--- src/rtl/vxe_txnid_resp_router.sv ---
// vxe_txnid_resp_router
// Routes returning memory responses to CU, VPU0 or VPU1 by decoding the
// client field of the transaction Id. Each client owns a small FIFO so a
// stalled client only back-pressures responses addressed to itself.
// Responses carrying the invalid client Id 3 are always accepted and dropped;
// they raise a sticky error flag and bump a saturating drop counter.

module vxe_txnid_resp_router #(
    parameter int DATA_WIDTH = 64,
    parameter int FIFO_DEPTH = 2
) (
    input  logic                  clk,
    input  logic                  rst,

    input  logic                  i_rss_vld,
    output logic                  o_rss_rdy,
    input  logic [5:0]            i_rss_txnid,
    input  logic [DATA_WIDTH-1:0] i_rss_data,

    output logic                  o_cu_vld,
    input  logic                  i_cu_rdy,
    output logic [2:0]            o_cu_thread,
    output logic                  o_cu_arg,
    output logic [DATA_WIDTH-1:0] o_cu_data,

    output logic                  o_vpu0_vld,
    input  logic                  i_vpu0_rdy,
    output logic [2:0]            o_vpu0_thread,
    output logic                  o_vpu0_arg,
    output logic [DATA_WIDTH-1:0] o_vpu0_data,

    output logic                  o_vpu1_vld,
    input  logic                  i_vpu1_rdy,
    output logic [2:0]            o_vpu1_thread,
    output logic                  o_vpu1_arg,
    output logic [DATA_WIDTH-1:0] o_vpu1_data,

    output logic                  o_err_inval,
    input  logic                  i_err_clr,
    output logic [7:0]            o_drop_cnt
);

    localparam int NUM_CLIENTS = 3;
    localparam int PTR_W       = $clog2(FIFO_DEPTH);
    localparam int CNT_W       = PTR_W + 1;
    localparam int ENTRY_W     = 3 + 1 + DATA_WIDTH;

    localparam logic [CNT_W-1:0] FULL_LEVEL = CNT_W'(FIFO_DEPTH);

    // Decoded fields of the incoming transaction Id
    logic [1:0]         client_id;
    logic [ENTRY_W-1:0] in_entry;

    // Per-client FIFO storage and bookkeeping
    logic [ENTRY_W-1:0] fifo_mem [NUM_CLIENTS][FIFO_DEPTH];
    logic [PTR_W-1:0]   wr_ptr   [NUM_CLIENTS];
    logic [PTR_W-1:0]   rd_ptr   [NUM_CLIENTS];
    logic [CNT_W-1:0]   level    [NUM_CLIENTS];
    logic [ENTRY_W-1:0] last_pop [NUM_CLIENTS];
    logic [ENTRY_W-1:0] head     [NUM_CLIENTS];

    logic [NUM_CLIENTS-1:0] full;
    logic [NUM_CLIENTS-1:0] empty;
    logic [NUM_CLIENTS-1:0] push;
    logic [NUM_CLIENTS-1:0] pop;
    logic [NUM_CLIENTS-1:0] client_rdy;

    logic accept;
    logic drop;

    assign client_id  = i_rss_txnid[5:4];
    assign in_entry   = {i_rss_txnid[3:1], i_rss_txnid[0], i_rss_data};
    assign client_rdy = {i_vpu1_rdy, i_vpu0_rdy, i_cu_rdy};

    // Occupancy flags and head selection; an empty FIFO keeps showing the last popped entry
    always_comb begin
        full  = '0;
        empty = '0;
        for (int c = 0; c < NUM_CLIENTS; c++) begin
            full[c]  = (level[c] == FULL_LEVEL);
            empty[c] = (level[c] == '0);
            head[c]  = empty[c] ? last_pop[c] : fifo_mem[c][rd_ptr[c]];
        end
    end

    // Ready depends only on the addressed FIFO; invalid Ids are always swallowed
    always_comb begin
        o_rss_rdy = 1'b1;
        case (client_id)
            2'd0:    o_rss_rdy = ~full[0];
            2'd1:    o_rss_rdy = ~full[1];
            2'd2:    o_rss_rdy = ~full[2];
            default: o_rss_rdy = 1'b1;
        endcase
    end

    assign accept = i_rss_vld & o_rss_rdy;
    assign drop   = accept & (client_id == 2'd3);

    // Steer an accepted response to the push of its client and form per-client pops
    always_comb begin
        push = '0;
        pop  = '0;
        for (int c = 0; c < NUM_CLIENTS; c++) begin
            push[c] = accept & (client_id == 2'(c));
            pop[c]  = ~empty[c] & client_rdy[c];
        end
    end

    // Write accepted responses at each FIFO tail; contents need no reset because level gates visibility
    always_ff @(posedge clk) begin
        for (int c = 0; c < NUM_CLIENTS; c++) begin
            if (push[c]) begin
                fifo_mem[c][wr_ptr[c]] <= in_entry;
            end
        end
    end

    // Pointer, occupancy and last-popped tracking for every client FIFO
    always_ff @(posedge clk or posedge rst) begin
        if (rst) begin
            for (int c = 0; c < NUM_CLIENTS; c++) begin
                wr_ptr[c]   <= '0;
                rd_ptr[c]   <= '0;
                level[c]    <= '0;
                last_pop[c] <= '0;
            end
        end else begin
            for (int c = 0; c < NUM_CLIENTS; c++) begin
                if (push[c]) begin
                    wr_ptr[c] <= wr_ptr[c] + 1'b1;
                end
                if (pop[c]) begin
                    rd_ptr[c]   <= rd_ptr[c] + 1'b1;
                    last_pop[c] <= fifo_mem[c][rd_ptr[c]];
                end
                if (push[c] && !pop[c]) begin
                    level[c] <= level[c] + 1'b1;
                end else if (pop[c] && !push[c]) begin
                    level[c] <= level[c] - 1'b1;
                end
            end
        end
    end

    // Sticky invalid-Id flag and saturating drop counter; a clear beats a simultaneous drop
    always_ff @(posedge clk or posedge rst) begin
        if (rst) begin
            o_err_inval <= 1'b0;
            o_drop_cnt  <= '0;
        end else if (i_err_clr) begin
            o_err_inval <= 1'b0;
            o_drop_cnt  <= '0;
        end else if (drop) begin
            o_err_inval <= 1'b1;
            if (o_drop_cnt != 8'hFF) begin
                o_drop_cnt <= o_drop_cnt + 8'd1;
            end
        end
    end

    assign o_cu_vld      = ~empty[0];
    assign o_cu_thread   = head[0][ENTRY_W-1 -: 3];
    assign o_cu_arg      = head[0][DATA_WIDTH];
    assign o_cu_data     = head[0][DATA_WIDTH-1:0];

    assign o_vpu0_vld    = ~empty[1];
    assign o_vpu0_thread = head[1][ENTRY_W-1 -: 3];
    assign o_vpu0_arg    = head[1][DATA_WIDTH];
    assign o_vpu0_data   = head[1][DATA_WIDTH-1:0];

    assign o_vpu1_vld    = ~empty[2];
    assign o_vpu1_thread = head[2][ENTRY_W-1 -: 3];
    assign o_vpu1_arg    = head[2][DATA_WIDTH];
    assign o_vpu1_data   = head[2][DATA_WIDTH-1:0];

endmodule

--- config.mk ---
export PLATFORM = sky130hd
export DESIGN_NAME = vxe_txnid_resp_router
export DESIGN_NICKNAME = d
export VERILOG_FILES = /design/src/rtl/vxe_txnid_resp_router.sv
export SDC_FILE = /design/constraint.sdc
export NUM_CORES = 1
export LEC_CHECK = 0
export CAP_MARGIN = 25
export CORE_ASPECT_RATIO = 2
export CORE_MARGIN = 2
export CORE_UTILIZATION = 30
export CTS_CLUSTER_SIZE = 40
export DETAILED_ROUTE_END_ITERATION = 10
export HOLD_SLACK_MARGIN = 0.06
export SETUP_SLACK_MARGIN = 0.1
export SYNTH_ARGS = -nofsm -noshare
export SYNTH_HDL_FRONTEND = slang
export SYNTH_SLANG_ARGS = --single-unit
--- constraint.sdc ---
create_clock -name clk -period 11.5 [get_ports clk]
set_clock_uncertainty 0.1 [all_clocks]
set_input_delay 2.875 -clock clk [delete_from_list [all_inputs] [get_ports clk]]
set_output_delay 2.875 -clock clk [all_outputs]
set_load 0.05 [all_outputs]
==> out/results.txt <==
CP max-delay cell = sky130_fd_sc_hd__clkdlybuf4s50_1
maximum number of pins on one net before global-route repair = 116
DIE AREA = 85000 µm²
sw power = 4.55 mW
synthesized instance count = 1860
root buffer cell = sky130_fd_sc_hd__clkbuf_16
launching instance or port of the critical path = i_rss_txnid[4]
CTS Buf Count = 59
capture point of the worst path = o_rss_rdy
hold slack final = 382 ps
RD Place Congestion = 0.763
multiplexer area fraction after synthesis = 0.0842
biggest cell delay along the critical path = 820 ps
critical path class = in -> out
number of rows created at floorplan = 149
post-CTS setup buffer count = 0
sequential share of power = 0.322
FILL cells = 7752
Synth Area in Adders = 0.00202
maximum ir drop on the vdd rail = 0.259 mV
design area = 30800 µm²
wire length of the first global-routing pass = 99.3 mm
Synth top area share = 0.495
vias in the first global route = 15732
synthesis-stage register bit count = 633
TritonCTS clock tree = yes
most numerous cell on the critical path = sky130_fd_sc_hd__clkdlybuf4s50_1
fraction of final layout cells with drive strength greater than 1 = 0.0650
main combinational cell family by area after synthesis = compound AO/OA/AOI/OAI gates
Detailed Routing Iterations Pass 1 = 5
number of antenna violations at the first check in global routing = 1
detailed-route wire length per cell = 20.6 µm
Clock power frac = 0.200
final hold violations = 0
CP endpoint kind = output port
area of the mapped netlist = 24800 µm²
cells taking the most area after synthesis = sky130_fd_sc_hd__edfxtp_1, sky130_fd_sc_hd__dfrtp_1, sky130_fd_sc_hd__mux2i_1
cell accounting for the most synthesized area = sky130_fd_sc_hd__edfxtp_1
critical path required time = 8530 ps
yosys synthesis warning count = 0
remaining global-route overflow = 0
final critical path time including I/O delays and setup = 7840 ps
data arrival time of the critical path = 4860 ps
Fmax achieved = 0.128 GHz
number of setup violations in the final report = 0
fin crit share = 0.682
Switching Fraction = 0.452
count of max-cap constraint violations = 0
total vias in the final route = 15215
drt drc = 0
launching element type of the critical path = primary input
clock latency at the later pin of the worst-skew pair = 630 ps
detailed placement HPWL = 42.4 mm
CP Cell Sequence = clkdlybuf4s50_1 -> mux2i_1 -> a2bb2oi_1 -> clkdlybuf4s50_1
worst setup slack after layout = 3660 ps
I/O pin total = 294
H-tree depth = 2
cell internal pwr = 5.52 mW
hold buffer count at CTS = 0
endpoint of the worst-slack reg-to-reg timing path = level[3]
tightest slew margin relative to the limit = 0.316
number of distinct library cells after synthesis = 37
ratio of routed vias to standard cells = 4.71
compound-gate portion of the synthesized area = 0.0867
Pleak = 11.7 nW
total count of max-transition violations in the final report = 0
Iteration-0 DRC Markers = 841
placed standard-cell area = 28700 µm²
class of the tightest hold or removal check = reg -> reg
clock slew seen by the registers of the worst setup and hold paths = 60 ps
Mapped Nets = 1941
horizontal die dimension = 207 µm
Die H = 410 µm
xor-xnor portion of the synthesized cell area = 0.00530
flop-to-flop setup slack = 8750 ps
I/O Buffers = 293
Routed Antenna Nets = 0
startpoint of the most critical register-to-register path = level[2]
Comb pwr share = 0.478
P per Cell Area = 327 nW/µm²
outcome = complete, no violations
Total Routing Usage GR = 0.155
setup TNS = 0 ps
mean post-synth cell area = 13.3 µm²
signed area change from the synthesized netlist to the final layout = 24.3%
top library cells by usage in the layout, fill and taps aside = sky130_fd_sc_hd__edfxtp_1, sky130_fd_sc_hd__clkdlybuf4s50_1, sky130_fd_sc_hd__dfrtp_1
number of resized instances in the post-cts repair step = 0
Post-Route WL = 66.5 mm
area inside the core boundary = 82200 µm²
unrepaired setup endpoints after global routing = no
Clock Tree Buf Depth = 3
final-stage net count = 2201
Initial Utilization = 0.301
clk sinks = 633
biggest fanout along the worst timing path = 9
most common cell after layout, fill and taps aside = sky130_fd_sc_hd__edfxtp_1
sequential fraction of the synthesis area = 0.722
number of cell instances on the worst register-to-register path = 7
minimum setup slack after placement = 3670 ps
Simple-Gate Fraction of Synth Area = 0.0737
transition time at the pin with the least slew margin = 1030 ps
==> final cells by class <==
cell class / instances / area (µm²) / area share
well taps: 1057 / 1320 / 0.0430
flip-flops and latches: 633 / 17900 / 0.581
repair buffers: 320 / 3260 / 0.106
diodes: 1 / 2.50 / 0.0000813
clock buffers: 84 / 1680 / 0.0547
multi-input cells: 1104 / 6310 / 0.205
clock inverters: 27 / 307 / 0.00996
inverters: 2 / 15.0 / 0.000488
==> per-stage QoR <==
step	cells	total power, mW	util
after floorplan	1860	6.49	-
after global placement	3110	8.07	0.348
after detailed placement	3114	8.15	0.350
after CTS	3225	10.2	0.374
after global routing	3227	10.6	0.374
final	3228	10.1	0.374
==> cell usage after synthesis <==
cell type,count
sky130_fd_sc_hd__edfxtp_1,408
sky130_fd_sc_hd__dfrtp_1,225
sky130_fd_sc_hd__nor2_1,212
sky130_fd_sc_hd__nand2_1,208
sky130_fd_sc_hd__a21oi_1,206
sky130_fd_sc_hd__mux2i_1,206
sky130_fd_sc_hd__o21ai_0,199
sky130_fd_sc_hd__buf_2,83
sky130_fd_sc_hd__clkbuf_1,18
sky130_fd_sc_hd__buf_4,16
sky130_fd_sc_hd__xor2_1,9
sky130_fd_sc_hd__nor2b_1,8
sky130_fd_sc_hd__o21ai_1,8
sky130_fd_sc_hd__xnor2_1,6
sky130_fd_sc_hd__a211oi_1,4
sky130_fd_sc_hd__ha_1,4
sky130_fd_sc_hd__nand4_1,4
sky130_fd_sc_hd__a41oi_1,3
sky130_fd_sc_hd__and2_1,3
sky130_fd_sc_hd__nand3_1,3
sky130_fd_sc_hd__or2_2,3
sky130_fd_sc_hd__and3_1,2
sky130_fd_sc_hd__and4_1,2
sky130_fd_sc_hd__buf_6,2
sky130_fd_sc_hd__clkbuf_2,2
sky130_fd_sc_hd__inv_1,2
sky130_fd_sc_hd__mux2_2,2
sky130_fd_sc_hd__nor3_2,2
sky130_fd_sc_hd__nor4_1,2
sky130_fd_sc_hd__a2bb2oi_1,1
sky130_fd_sc_hd__a31oi_1,1
sky130_fd_sc_hd__nand4_2,1
sky130_fd_sc_hd__nor3_1,1
sky130_fd_sc_hd__nor3b_1,1
sky130_fd_sc_hd__nor4b_4,1
sky130_fd_sc_hd__o211a_1,1
sky130_fd_sc_hd__or4b_1,1
==> power by group through the flow <==
stage / Clock, mW / Combinational [mW] / Sequential (mW)
floorplan: 0 / 3.37 / 3.13
global placement: 0 / 4.81 / 3.26
detailed placement: 0 / 4.86 / 3.29
CTS: 2.08 / 4.88 / 3.24
global route: 2.17 / 5.11 / 3.30
finish: 2.02 / 4.82 / 3.24
==> kinds of logic after synthesis <==
kind of cell    count (synthesis)
fa+ha+maj                       4
xor+xnor                       15
mux                           208
compound gates                423
flops                         633
buf+inv                       123
simple gates                  454
==> layer usage <==
| layer | vias up | routed length [µm] | track usage |
|---|---|---|---|
| met3 | 108 | 3340 | 0.0317 |
| li1 | 7178 | - | - |
| met4 | 2 | 2240 | 0.0585 |
| met2 | 395 | 34200 | 0.278 |
| met5 | - | 10 | 0 |
| met1 | 7532 | 26700 | 0.181 |
==> state kept, by name, summed over array words and instances (netlist names) <==
signal and flops:
o_drop_cnt 8, fifo_mem 408, level 6, rd_ptr 3
last_pop 204, wr_ptr 3, o_err_inval 1
==> worst max-delay path, delay by kind of cell <==
| family | cells | cell delay (ps) |
|---|---|---|
| mux | 1 | 260 |
| buf+inv | 2 | 1560 |
| compound gates | 1 | 160 |
==> how the worst min path moves through the flow <==
stage                    endpoint  depth (start not counted)  slack [ps]          start
global route        last_pop[113]                          2         400  last_pop[113]
detailed placement   last_pop[99]                          2         370   last_pop[99]
global placement    last_pop[113]                          2         360  last_pop[113]
CTS                  last_pop[48]                          2         390   last_pop[48]
finish               last_pop[48]                          2         380   last_pop[48]
floorplan            last_pop[10]                          2         350   last_pop[10]
Note: power is estimated with default switching activity, not from simulation.
